--- src/rtl/bus_pkg.sv ---
// ============================================================================
// Module  : bus_pkg
// Brief   : Shared types and constants for the register-bus command master.
// Revision: 1.0
// ============================================================================
`default_nettype none

package bus_pkg;

  typedef enum logic [2:0] {
    IDLE = 3'd0,
    WA   = 3'd1,
    WD   = 3'd2,
    WB   = 3'd3,
    RA   = 3'd4,
    RD   = 3'd5,
    DONE = 3'd6
  } state_e;

  localparam logic [1:0] BURST_FIXED  = 2'b00;
  localparam logic [1:0] BURST_INCR   = 2'b01;

  localparam logic [1:0] RESP_OKAY    = 2'b00;
  localparam logic [1:0] RESP_SLVERR  = 2'b10;
  localparam logic [1:0] RESP_TIMEOUT = 2'b11;

  localparam int LEN_W   = 8;
  localparam int BURST_W = 2;
  localparam int RESP_W  = 2;

  function automatic logic [RESP_W-1:0] resp_max(input logic [RESP_W-1:0] a,
                                                 input logic [RESP_W-1:0] b);
    return (a > b) ? a : b;
  endfunction

endpackage

`default_nettype wire

--- src/rtl/bus_watchdog.sv ---
// ============================================================================
// Module  : bus_watchdog
// Brief   : Handshake watchdog; only present when BUS_MASTER_TIMEOUT_EN is set.
// Revision: 1.0
// ============================================================================
`default_nettype none

`ifdef BUS_MASTER_TIMEOUT_EN
module bus_watchdog #(
  parameter int LIMIT = 1024
) (
  input  logic clk,
  input  logic rst,
  input  logic active_i,
  input  logic kick_i,
  output logic expire_o
);

  localparam int CNT_W = $clog2(LIMIT + 1);

  logic [CNT_W-1:0] cnt_q;

  always_ff @(posedge clk) begin
    if (rst || !active_i || kick_i) begin
      cnt_q <= '0;
    end else begin
      cnt_q <= cnt_q + CNT_W'(1);
    end
  end

  // A handshake in the expiry cycle wins over the timeout.
  assign expire_o = active_i && !kick_i && (cnt_q == CNT_W'(LIMIT - 1));

endmodule
`endif

`default_nettype wire

--- src/rtl/bus_cmd_master.sv ---
// ============================================================================
// Module  : bus_cmd_master
// Brief   : Single-outstanding command initiator for the 5-channel register
//           bus. Optional watchdog enabled by BUS_MASTER_TIMEOUT_EN.
// Revision: 1.0
// ============================================================================
`default_nettype none

module bus_cmd_master
  import bus_pkg::*;
#(
  parameter int ID_W        = 4,
  parameter int ADDR_W      = 32,
  parameter int DATA_W      = 32,
  parameter int TIMEOUT_CYC = 1024
) (
  input  logic                clk,
  input  logic                rst,
  input  logic                cmd_valid_i,
  output logic                cmd_ready_o,
  input  logic                cmd_write_i,
  input  logic [ID_W-1:0]     cmd_id_i,
  input  logic [ADDR_W-1:0]   cmd_addr_i,
  input  logic [7:0]          cmd_len_i,
  input  logic [1:0]          cmd_burst_i,
  input  logic                wd_valid_i,
  output logic                wd_ready_o,
  input  logic [DATA_W-1:0]   wd_data_i,
  output logic                rd_valid_o,
  input  logic                rd_ready_i,
  output logic [DATA_W-1:0]   rd_data_o,
  output logic                rd_last_o,
  output logic                done_valid_o,
  input  logic                done_ready_i,
  output logic [1:0]          done_resp_o,
  output logic [ID_W-1:0]     done_id_o,
  output logic [ID_W-1:0]     BUS_WR_ADDR_ID_o,
  output logic [ADDR_W-1:0]   BUS_WR_ADDR_ADDR_o,
  output logic [7:0]          BUS_WR_ADDR_LEN_o,
  output logic [1:0]          BUS_WR_ADDR_BURST_o,
  output logic                BUS_WR_ADDR_VALID_o,
  input  logic                BUS_WR_ADDR_READY_i,
  output logic [DATA_W-1:0]   BUS_WR_DATA_DATA_o,
  output logic [DATA_W/8-1:0] BUS_WR_DATA_STRB_o,
  output logic                BUS_WR_DATA_LAST_o,
  output logic                BUS_WR_DATA_VALID_o,
  input  logic                BUS_WR_DATA_READY_i,
  input  logic [ID_W-1:0]     BUS_WR_BACK_ID_i,
  input  logic [1:0]          BUS_WR_BACK_RESP_i,
  input  logic                BUS_WR_BACK_VALID_i,
  output logic                BUS_WR_BACK_READY_o,
  output logic [ID_W-1:0]     BUS_RD_ADDR_ID_o,
  output logic [ADDR_W-1:0]   BUS_RD_ADDR_ADDR_o,
  output logic [7:0]          BUS_RD_ADDR_LEN_o,
  output logic [1:0]          BUS_RD_ADDR_BURST_o,
  output logic                BUS_RD_ADDR_VALID_o,
  input  logic                BUS_RD_ADDR_READY_i,
  input  logic [ID_W-1:0]     BUS_RD_BACK_ID_i,
  input  logic [DATA_W-1:0]   BUS_RD_DATA_i,
  input  logic [1:0]          BUS_RD_DATA_RESP_i,
  input  logic                BUS_RD_DATA_LAST_i,
  input  logic                BUS_RD_DATA_VALID_i,
  output logic                BUS_RD_DATA_READY_o
);

  state_e              state_q, state_d;
  logic [LEN_W-1:0]    beat_q, beat_d;
  logic [RESP_W-1:0]   resp_q, resp_d;
  logic [ID_W-1:0]     id_q;
  logic [ADDR_W-1:0]   addr_q;
  logic [LEN_W-1:0]    len_q;
  logic [BURST_W-1:0]  burst_q;

  logic cmd_hs, aw_hs, w_hs, b_hs, ar_hs, r_hs, beat_last;
  logic timeout;

  assign cmd_hs    = cmd_valid_i && cmd_ready_o;
  assign aw_hs     = BUS_WR_ADDR_VALID_o && BUS_WR_ADDR_READY_i;
  assign w_hs      = BUS_WR_DATA_VALID_o && BUS_WR_DATA_READY_i;
  assign b_hs      = BUS_WR_BACK_VALID_i && BUS_WR_BACK_READY_o;
  assign ar_hs     = BUS_RD_ADDR_VALID_o && BUS_RD_ADDR_READY_i;
  assign r_hs      = BUS_RD_DATA_VALID_i && BUS_RD_DATA_READY_o;
  assign beat_last = (beat_q == len_q);

`ifdef BUS_MASTER_TIMEOUT_EN
  logic wdog_active;
  assign wdog_active = (state_q != IDLE) && (state_q != DONE);

  bus_watchdog #(
    .LIMIT    (TIMEOUT_CYC)
  ) u_watchdog (
    .clk      (clk),
    .rst      (rst),
    .active_i (wdog_active),
    .kick_i   (aw_hs || w_hs || b_hs || ar_hs || r_hs),
    .expire_o (timeout)
  );
`else
  assign timeout = 1'b0;
`endif

  always_comb begin
    state_d = state_q;
    beat_d  = beat_q;
    resp_d  = resp_q;
    case (state_q)
      IDLE: begin
        if (cmd_hs) begin
          state_d = cmd_write_i ? WA : RA;
          beat_d  = '0;
          resp_d  = RESP_OKAY;
        end
      end
      WA: if (aw_hs) state_d = WD;
      WD: begin
        if (w_hs) begin
          beat_d = beat_q + 8'd1;
          if (beat_last) begin
            state_d = WB;
            beat_d  = '0;
          end
        end
      end
      WB: begin
        if (b_hs) begin
          state_d = DONE;
          resp_d  = (BUS_WR_BACK_ID_i != id_q) ? RESP_SLVERR : BUS_WR_BACK_RESP_i;
        end
      end
      RA: if (ar_hs) state_d = RD;
      RD: begin
        if (r_hs) begin
          // Protocol disagreements (LAST or ID) are folded in as a slave error.
          resp_d = resp_max(resp_q, BUS_RD_DATA_RESP_i);
          if ((BUS_RD_DATA_LAST_i != beat_last) || (BUS_RD_BACK_ID_i != id_q)) begin
            resp_d = resp_max(resp_d, RESP_SLVERR);
          end
          beat_d = beat_q + 8'd1;
          if (beat_last) begin
            state_d = DONE;
            beat_d  = '0;
          end
        end
      end
      DONE: if (done_ready_i) state_d = IDLE;
      default: state_d = IDLE;
    endcase
    if (timeout) begin
      state_d = DONE;
      beat_d  = '0;
      resp_d  = RESP_TIMEOUT;
    end
  end

  always_ff @(posedge clk) begin
    if (rst) begin
      state_q <= IDLE;
      beat_q  <= '0;
      resp_q  <= RESP_OKAY;
      id_q    <= '0;
      addr_q  <= '0;
      len_q   <= '0;
      burst_q <= '0;
    end else begin
      state_q <= state_d;
      beat_q  <= beat_d;
      resp_q  <= resp_d;
      if (cmd_hs) begin
        id_q    <= cmd_id_i;
        addr_q  <= cmd_addr_i;
        len_q   <= cmd_len_i;
        burst_q <= cmd_burst_i;
      end
    end
  end

  // Held low while rst is asserted so no command is taken during reset.
  assign cmd_ready_o         = (state_q == IDLE) && !rst;

  assign BUS_WR_ADDR_ID_o    = id_q;
  assign BUS_WR_ADDR_ADDR_o  = addr_q;
  assign BUS_WR_ADDR_LEN_o   = len_q;
  assign BUS_WR_ADDR_BURST_o = burst_q;
  assign BUS_WR_ADDR_VALID_o = (state_q == WA);

  assign BUS_WR_DATA_DATA_o  = wd_data_i;
  assign BUS_WR_DATA_STRB_o  = {(DATA_W/8){1'b1}};
  assign BUS_WR_DATA_LAST_o  = beat_last;
  assign BUS_WR_DATA_VALID_o = (state_q == WD) && wd_valid_i;
  assign wd_ready_o          = (state_q == WD) && BUS_WR_DATA_READY_i;

  assign BUS_WR_BACK_READY_o = (state_q == WB);

  assign BUS_RD_ADDR_ID_o    = id_q;
  assign BUS_RD_ADDR_ADDR_o  = addr_q;
  assign BUS_RD_ADDR_LEN_o   = len_q;
  assign BUS_RD_ADDR_BURST_o = burst_q;
  assign BUS_RD_ADDR_VALID_o = (state_q == RA);

  assign rd_valid_o          = (state_q == RD) && BUS_RD_DATA_VALID_i;
  assign BUS_RD_DATA_READY_o = (state_q == RD) && rd_ready_i;
  assign rd_data_o           = BUS_RD_DATA_i;
  assign rd_last_o           = (state_q == RD) && beat_last;

  assign done_valid_o        = (state_q == DONE);
  assign done_resp_o         = resp_q;
  assign done_id_o           = id_q;

endmodule

`default_nettype wire

--- config.mk ---
export PLATFORM = sky130hd
export DESIGN_NAME = bus_cmd_master
export DESIGN_NICKNAME = d
export VERILOG_FILES = /design/src/rtl/bus_pkg.sv /design/src/rtl/bus_watchdog.sv /design/src/rtl/bus_cmd_master.sv
export SDC_FILE = /design/constraint.sdc
export NUM_CORES = 1
export LEC_CHECK = 0
export ABC_CLOCK_PERIOD_IN_PS = 2300
export BUFFER_PORTS_ARGS = -buffer_cell sky130_fd_sc_hd__buf_2
export CAP_MARGIN = 10
export CORE_AREA = 2 2 121 123
export CTS_CLUSTER_SIZE = 20
export DETAILED_ROUTE_END_ITERATION = 16
export DIE_AREA = 0 0 123 125
export PLACE_DENSITY_LB_ADDON = 0.2
export SLEW_MARGIN = 0
export SYNTH_ARGS = -nofsm -noshare
export SYNTH_HDL_FRONTEND = slang
export SYNTH_SLANG_ARGS = --single-unit
--- constraint.sdc ---
create_clock -name clk -period 2.3 [get_ports clk]
set_input_delay 0.345 -clock clk [delete_from_list [all_inputs] [get_ports clk]]
set_output_delay 0.345 -clock clk [all_outputs]
set_load 0.05 [all_outputs]
# ---- After elaboration in Yosys (flattened, before gate mapping)
# Cells that the tools add are included.
# W data, S select, Z words.
dict set report totals {
  regBits 59
  latchBits 0
  mem_bits_rw 0
  romBits 0
  output_inout_bits 177
  mem_count 0
}
dict set report classes {
  n_addsub 1
  mul 0
  n_div 0
  order_cmp 2
  n_eq_ne 19
  shift 0
  muxes 24
  bitwise 0
  n_reduce_logical 20
}
# operator count
set op_table {}
lappend op_table {{$mux W8} 4}
lappend op_table {{$mux W3} 10}
lappend op_table {{$pmux W8 S3} 1}
lappend op_table {{$pmux W3 S7} 1}
lappend op_table {{$mux W2} 7}
lappend op_table {{$logic_and A1 B1 Y1} 12}
lappend op_table {{$ne A2 B2 Y1 const B} 5}
lappend op_table {{$eq A3 B3 Y1 const B} 3}
lappend op_table {{$reduce_and A9 Y1} 1}
lappend op_table {{$add A8 B1 Y8 const B} 1}
lappend op_table {{$eq A8 B8 Y1} 1}
lappend op_table {{$ne A2 B1 Y1 const B} 4}
lappend op_table {{$ne A4 B4 Y1} 2}
lappend op_table {{$reduce_and A4 Y1} 2}
lappend op_table {{$eq A3 B2 Y1 const B} 2}
lappend op_table {{$pmux W2 S3} 1}
lappend op_table {{$reduce_bool A3 Y1} 2}
lappend op_table {{$eq A3 B1 Y1 const B} 1}
lappend op_table {{$logic_not A3 Y1} 1}
lappend op_table {{$gt A2 B2 Y1} 1}
lappend op_table {{$gt A2 B2 Y1 const B} 1}
lappend op_table {{$logic_not A1 Y1} 1}
lappend op_table {{$logic_or A1 B1 Y1} 1}
lappend op_table {{$ne A1 B1 Y1} 1}

# ---- Depth between registers and ports, before layout
# Gate-level depths: netlist of the first run.
dict set report logic_depth {
  depth_word 7
  depth_mapped 8
}

# ---- Least setup slack after synthesis of the first run
# Ideal clock, no wire load.
dict set report synth_path {
  path_kind {reg-to-output}
  start {reg len_q[3] (netlist: BUS_RD_ADDR_LEN_o[3])}
  end {out rd_last_o}
  t_arrival_ns 1.767
  t_required_ns 1.955
  setup_slack_ns 0.188
  path_stages_with_launch 4
  path_cell_list {dfxtp_1 > xor2_1 > nor4_4 > and3_1}
}
dict set report synth_via {
  elab_chain_cells 2
}
# item line
set synth_rtl {}
lappend synth_rtl {{start, declared} bus_cmd_master.sv:71} ;# logic [LEN_W-1:0] len_q;
lappend synth_rtl {{start signal, assigned} bus_cmd_master.sv:171} ;# len_q <= cmd_len_i;
lappend synth_rtl {{$eq A8 B8 Y1} bus_cmd_master.sv:83} ;# assign beat_last = (beat_q == len_q);
lappend synth_rtl {{$logic_and A1 B1 Y1} bus_cmd_master.sv:203} ;# assign rd_last_o = (state_q == RD) && beat_last;
lappend synth_rtl {{end, declared} bus_cmd_master.sv:32} ;# output logic rd_last_o,
# Every way passes these cells.

# ---- Worst setup path in the final report of the first run
dict set report layout_path {
  start {reg beat_q[4]}
  end {out rd_last_o}
}
dict set report layout_via {
  elab_chain_cells 2
}
# item line
set layout_rtl {}
lappend layout_rtl {{start, declared} bus_cmd_master.sv:67} ;# logic [LEN_W-1:0] beat_q, beat_d;
lappend layout_rtl {{start signal, assigned} bus_cmd_master.sv:166} ;# beat_q <= beat_d;
lappend layout_rtl {{$eq A8 B8 Y1} bus_cmd_master.sv:83}
lappend layout_rtl {{$logic_and A1 B1 Y1} bus_cmd_master.sv:203}
# Every way passes these cells.

==> results of run 1 <==
[cell type report]
| cell class | instances | area, um2 |
|---|---|---|
| timing repair buffer | 183 | 938 |
| clock inverter | 2 | 35.0 |
| inverter | 9 | 33.8 |
| sequential | 59 | 1180 |
| multi-input combinational | 275 | 1650 |
| tap | 184 | 230 |
| fill | 1554 | 9880 |
| clock buffer | 14 | 254 |
[worst register-to-register path: cells and delay by family (launching register included)]
family | cells | cell delay [ps]
compound gates | 2 | 430
flops | 1 | 550
mux | 1 | 590
simple gates | 1 | 280
[power by group through the flow]
stage                     registers (mW)  clock network [mW]  logic [mW]
after CTS                           1.52                1.37        3.05
after detailed placement            1.53                   0        3.05
final                               1.51                1.32        3.03
after global routing                1.56                1.42        3.20
after floorplan                     2.12                   0        2.33
after global placement              1.52                   0        3.04
[metrics by stage]
step                hold WS (ps)  instance area, um2  setup slack, ps  instances
detailed placement           481                4030              252        710
floorplan                    454                3870              188        484
global placement             470                4030              327        710
global route                 204                4320            0.599        726
CTS                          191                4320             42.6        726
finish                       211                4320             91.7        726
[logic make-up after synthesis]
kind of cell	share of synthesized area, %
AOI/OAI and AO/OA	12.4
xor gates and xnor gates	3.63
adders and majority gates	1.30
buffers and inverters	27.2
DFF	30.6
muxes	1.10
other	0.0972
and+or+nand+nor	23.6
[synth_stat cells (2+ instances only)]
| cell | instances |
|---|---|
| a211oi_1 | 2 |
| a21oi_1 | 8 |
| a21oi_2 | 2 |
| a31oi_1 | 6 |
| and2_1 | 3 |
| and3_1 | 5 |
| buf_2 | 7 |
| buf_4 | 123 |
| clkbuf_1 | 9 |
| dfxtp_1 | 59 |
| ha_1 | 4 |
| inv_1 | 9 |
| mux2i_1 | 2 |
| nand2_1 | 59 |
| nand2b_1 | 47 |
| nand3_1 | 13 |
| nand3b_1 | 2 |
| nand4_1 | 3 |
| nor2_1 | 12 |
| nor2_2 | 2 |
| nor2b_1 | 3 |
| nor3_1 | 6 |
| nor4_4 | 2 |
| o211ai_1 | 2 |
| o21ai_0 | 49 |
| xnor2_1 | 4 |
| xor2_1 | 12 |
[how the worst min path moves through the flow]
| stage | start | slack, ps | to | depth (start not counted) |
|---|---|---|---|---|
| 2_1_floorplan | cmd_addr_i[0] | 450 | BUS_RD_ADDR_ADDR_o[0]$_SDFFE_PP0P_ | 2 |
| 3_3_place_gp | BUS_RD_ADDR_ADDR_o[10]$_SDFFE_PP0P_ | 470 | BUS_RD_ADDR_ADDR_o[10]$_SDFFE_PP0P_ | 2 |
| 3_5_place_dp | BUS_RD_ADDR_ADDR_o[3]$_SDFFE_PP0P_ | 480 | BUS_RD_ADDR_ADDR_o[3]$_SDFFE_PP0P_ | 2 |
| 4_1_cts | cmd_addr_i[10] | 190 | BUS_RD_ADDR_ADDR_o[10]$_SDFFE_PP0P_ | 3 |
| 5_1_grt | cmd_addr_i[9] | 200 | BUS_RD_ADDR_ADDR_o[9]$_SDFFE_PP0P_ | 3 |
| 6_report | cmd_burst_i[0] | 210 | BUS_RD_ADDR_BURST_o[0]$_SDFFE_PP0P_ | 3 |
[flip-flops by register name (all words and copies together), names as in the netlist]
register             cells
BUS_RD_ADDR_BURST_o      2
BUS_RD_ADDR_ID_o         4
BUS_RD_ADDR_LEN_o        8
beat_q                   8
BUS_RD_ADDR_ADDR_o      32
state_q                  3
done_resp_o              2
[layer usage]
layer	up-vias	global-route usage [%]	part of all wire [%]
met2	162	21.0	47
met5	-	0	0
met1	1419	15.6	43
li1	1573	-	-
met4	0	4.95	1.6
met3	21	4.24	8.8
[timing repair]
action | CTS | global route
endpoints found under the hold margin | 0 | 0
setup endpoints to repair | 0 | 3
gates resized for setup | 0 | 1
==> results.py, run 1 <==
metrics = {
    "place": {
        "post-dp-hpwl_mm": 7.61,
        "place_congestion": 0.756,
        "port_buffers": 179,
    },
    "setup_path": {
        "crit_type": "reg2out",
        "end_kind": "primary output",
        "reg2reg_depth": 4,
        "crit_path_end": "rd_last_o",
        "path_delay_family": "simple AND/OR/NAND/NOR gates",
        "timing.rr.start": "state_q[0]$_SDFFE_PP0P_",
        "critPathSlowestCell": "nor4_4",
        "path_max_fanout": 6,
        "arrival_ps": 1860,
        "crit_cells": 4,
        "worst-path-buf-inv": 1,
        "reg2reg_slack_ps": 310,
        "cp-startpoint": "beat_q[4]$_SDFFE_PP0P_",
        "r2r_end": "state_q[0]$_SDFFE_PP0P_",
        "slowest_delay_ps": 480,
        "cp-start-kind": "flop",
        "path_cells": "xor2_1 > nor4_4 > and3_1 > buf_2",
        "worst_ep_required_time_ps": 1960,
    },
    "yosys": {
        "synthCells": 481,
        "syn_area_um2": 3860,
        "ys.flop_type": "dfxtp_1",
        "synth-seq-cells": 59,
        "synth_top_cell_by_area": "dfxtp_1",
        "synth_top_cell_area_share_pct": 30.6,
        "synth_edf_count": 0,
        "syn_area_per_cell_um2": 8.02,
        "synthArstFlopShare_pct": 0,
        "ys_top_cells_by_area": "dfxtp_1 31%, buf_4 24%, nand2b_1 7.6%",
        "yosys_warnings": 0,
        "synth_cell_type_count": 53,
        "seq_area_frac_synth_pct": 30.6,
    },
    "die": {
        "die_x_um": 123,
        "die_h_um": 125,
        "initial_core_util_pct": 27.2,
        "die_area_um2": 15400,
        "rows": 44,
        "io_pins": 312,
        "core_region_area_um2": 14200,
    },
    "grt": {
        "grt_antenna_before_repair": 0,
        "grt_use_total_pct": 12.9,
        "grt_pass1_wl_mm": 15.5,
        "grt_pass1_vias": 2994,
        "grt_max_degree": 93,
        "grt_overflow_total": 0,
    },
    "power_and_ir_drop": {
        "clock_power_share_pct": 22.5,
        "sequentialPowerShare_pct": 25.8,
        "intPower_mw": 2.83,
        "power_frac_comb_pct": 51.7,
        "sw_frac_of_total_pct": 51.7,
        "ir_worst_vdd_uv": 561,
        "power.leakage_nw": 2.07,
        "total_power_mw": 5.86,
        "powerDensity_nw_per_um2": 1360,
        "switching_power_mw": 3.03,
    },
    "routing": {
        "drc": 0,
        "via_per_inst": 4.37,
        "antenna_left": 0,
        "wl_per_cell_um": 13.9,
        "drt_first_pass_iters": 4,
        "drt_iter0_drc": 135,
        "vias": 3175,
        "wl_mm": 10.1,
    },
    "outcome": {
        "status": "completed",
    },
    "sta": {
        "period_minus_slack_ps": 2210,
        "fin_skew_ps": 7.05,
        "finalCritPeriodShare_pct": 96.0,
        "finalHoldViolCount": 0,
        "fin_tns_setup_ps": 0,
        "setup_viol": 0,
        "grt_setup_unrepaired": "no",
        "max-slew-margin-rel_pct": 65.9,
        "worstMarginPinSlew_ps": 511,
        "drv_slew": 0,
        "fmax_mhz": 453,
    },
    "cells_and_area": {
        "final_cell_mix": "179 x buf_2, 59 x nand2_1, 58 x dfxtp_1",
        "drive_above_1_share_pct": 38.9,
        "final_common_cell": "buf_2",
        "diodes": 0,
        "synthToLayoutAreaGrowth_pct": 11.9,
        "final_util_pct": 30.4,
        "fin_nets": 676,
    },
    "job": {
        "maxCapViolCount": 0,
    },
    "clock_network": {
        "cts_hold_buffers": 0,
        "h-tree-depth": 3,
        "root_buffer": "clkbuf_16",
        "cts_tree": "yes",
        "cts_num_sinks": 59,
        "post_cts_buffers": 0,
        "clkTransAtPathRegs_ps": 50,
        "cts_buffers": 9,
        "insertion_delay_ps": 330,
        "clock_path_buffers": 2,
    },
    "worst_hold_path": {
        "hp-class": "in2reg",
    },
}
(Power assumes the default switching activity.)
==> inputs of run 2 (changes only) <==
Settings changed: ABC_CLOCK_PERIOD_IN_PS 2300 to 2400.
Clock period 2.3 ns to 2.4 ns, I/O delays scaled along.
==> results.py, run 2 (synthesis results as in run 1) <==
metrics = {
    "outcome": {
        "status": "completed",
    },
    "clock_network": {
        "root_buffer": "clkbuf_16",
        "cts_tree": "yes",
        "insertion_delay_ps": 330,
        "cts_resized": 0,
        "cts_buffers": 9,
        "cts_hold_buffers": 0,
        "cts_num_sinks": 59,
        "clock_path_buffers": 2,
        "h-tree-depth": 3,
        "post_cts_buffers": 0,
        "clkTransAtPathRegs_ps": 50,
    },
    "die": {
        "core_region_area_um2": 14200,
        "die_h_um": 125,
        "rows": 44,
        "initial_core_util_pct": 27.2,
        "die_area_um2": 15400,
        "die_x_um": 123,
        "io_pins": 312,
    },
    "grt": {
        "grt_pass1_wl_mm": 15.4,
        "grt_pass1_vias": 3092,
        "grt_use_total_pct": 12.8,
        "grt_antenna_before_repair": 0,
        "grt_overflow_total": 0,
        "grt_max_degree": 93,
    },
    "power_and_ir_drop": {
        "ir_worst_vdd_uv": 523,
        "power.leakage_nw": 2.06,
        "powerDensity_nw_per_um2": 1290,
        "total_power_mw": 5.57,
    },
    "setup_path": {
        "r2r_end": "state_q[0]$_SDFFE_PP0P_",
        "cp-start-kind": "flop",
        "crit_cells": 4,
        "path_cells": "xor2_1 > nor4_4 > and3_1 > buf_2",
        "path_max_fanout": 6,
        "reg2reg_depth": 5,
        "worst-path-buf-inv": 1,
        "slowest_delay_ps": 490,
        "critPathSlowestCell": "nor4_4",
        "arrival_ps": 1880,
        "timing.rr.start": "state_q[2]$_SDFFE_PP0P_",
        "reg2reg_slack_ps": 370,
        "crit_path_end": "rd_last_o",
        "crit_type": "reg2out",
        "end_kind": "primary output",
        "cp-startpoint": "BUS_RD_ADDR_LEN_o[7]$_SDFFE_PP0P_",
        "path_delay_family": "simple AND/OR/NAND/NOR gates",
        "worst_ep_required_time_ps": 2040,
    },
    "routing": {
        "route.met3.wl_um": 915,
        "wl_mm": 9.72,
        "wl_met2_mm": 4.65,
        "wl_met1_mm": 3.97,
        "highest_layer": "met4",
        "antenna_left": 0,
        "drt_iter0_drc": 124,
        "vias": 3174,
        "via_per_inst": 4.39,
        "wl_per_cell_um": 13.4,
        "drt_first_pass_iters": 4,
        "drc": 0,
    },
    "cells_and_area": {
        "fin_nets": 675,
        "final_common_cell": "buf_2",
        "nFillCells": 1540,
        "final_cell_mix": "179 x buf_2, 59 x dfxtp_1, 59 x nand2_1",
        "diodes": 0,
        "drive_above_1_share_pct": 39.0,
        "largest_reg_flops": 32,
        "synthToLayoutAreaGrowth_pct": 11.5,
    },
    "sta": {
        "drv_slew": 0,
        "setup_viol": 0,
        "finalHoldViolCount": 0,
        "fin_tns_setup_ps": 0,
        "grt_setup_unrepaired": "no",
        "fmax_mhz": 446,
        "period_minus_slack_ps": 2240,
        "fin_skew_ps": 9.85,
        "max-slew-margin-rel_pct": 61.0,
        "setup_ws_ps": 159,
        "finalCritPeriodShare_pct": 93.4,
        "worstMarginPinSlew_ps": 584,
    },
    "worst_hold_path": {
        "hp-class": "in2reg",
    },
    "place": {
        "post-dp-hpwl_mm": 7.33,
        "dp_slack_ps": 360,
        "port_buffers": 179,
        "place_congestion": 0.757,
    },
    "job": {
        "maxCapViolCount": 0,
    },
}
==> run 2: cell count changes in the layout (fill, tap and decap cells not counted) <==
cell | before | now
clkbuf_1 | 4 | 1
buf_4 | 3 | 2
clkinv_2 | 1 | 2
dfxtp_1 | 58 | 59
dfxtp_2 | 1 | 0
==> run 2: metrics by stage <==
| step | util, % | hold slack, ps | area (um2) | instances |
|---|---|---|---|---|
| finish | 30.3 | 220 | 4310 | 723 |
| global placement | 28.3 | 470 | 4020 | 709 |
| floorplan | - | 469 | 3870 | 484 |
| global route | 30.3 | 223 | 4310 | 723 |
| CTS | 30.3 | 206 | 4310 | 723 |
| detailed placement | 28.3 | 479 | 4020 | 709 |
==> run 2: metal layers <==
metal / track usage [%] / up-vias
met2: 21.8 / 152
met3: 4.15 / 15
met5: 0 / -
li1: - / 1574
met4: 6.62 / 0
met1: 14.1 / 1433
==> run 2: worst reg2reg max path, cell delays in order, from the launching register on <==
cell and delay [ps]:
dfxtp_1 590, nor2_1 100, mux4_2 520, a2111oi_4 350, nor3b_2 250, a211oi_1 70
==> run 2: worst min-delay path by stage <==
stage                                        startpoint                                  end  slack, ps  cells past startpoint
floorplan                                 cmd_addr_i[0]   BUS_RD_ADDR_ADDR_o[0]$_SDFFE_PP0P_        470                      2
global placement     BUS_RD_ADDR_ADDR_o[4]$_SDFFE_PP0P_   BUS_RD_ADDR_ADDR_o[4]$_SDFFE_PP0P_        470                      2
detailed placement  BUS_RD_ADDR_ADDR_o[26]$_SDFFE_PP0P_  BUS_RD_ADDR_ADDR_o[26]$_SDFFE_PP0P_        480                      2
CTS                                        cmd_len_i[7]    BUS_RD_ADDR_LEN_o[7]$_SDFFE_PP0P_        210                      3
global route                             cmd_addr_i[15]  BUS_RD_ADDR_ADDR_o[15]$_SDFFE_PP0P_        220                      3
finish                                   cmd_addr_i[15]  BUS_RD_ADDR_ADDR_o[15]$_SDFFE_PP0P_        220                      3
==> run 2: power breakdown <==
part	internal, mW	switching, mW	leakage, nW
clock	0.815	0.433	0.141
combinational	0.677	2.19	1.44
sequential	1.20	0.257	0.484
==> run 2: cell type report <==
cell class              instances  area, um2  area share (%)
clock inverters                 3       40.0           0.930
clock buffers                  11        243            5.64
flip-flops and latches         59       1180            27.4
well taps                     184        230            5.35
repair buffers                182        931            21.6
inverters                       9       33.8           0.785
multi-input cells             275       1650            38.2
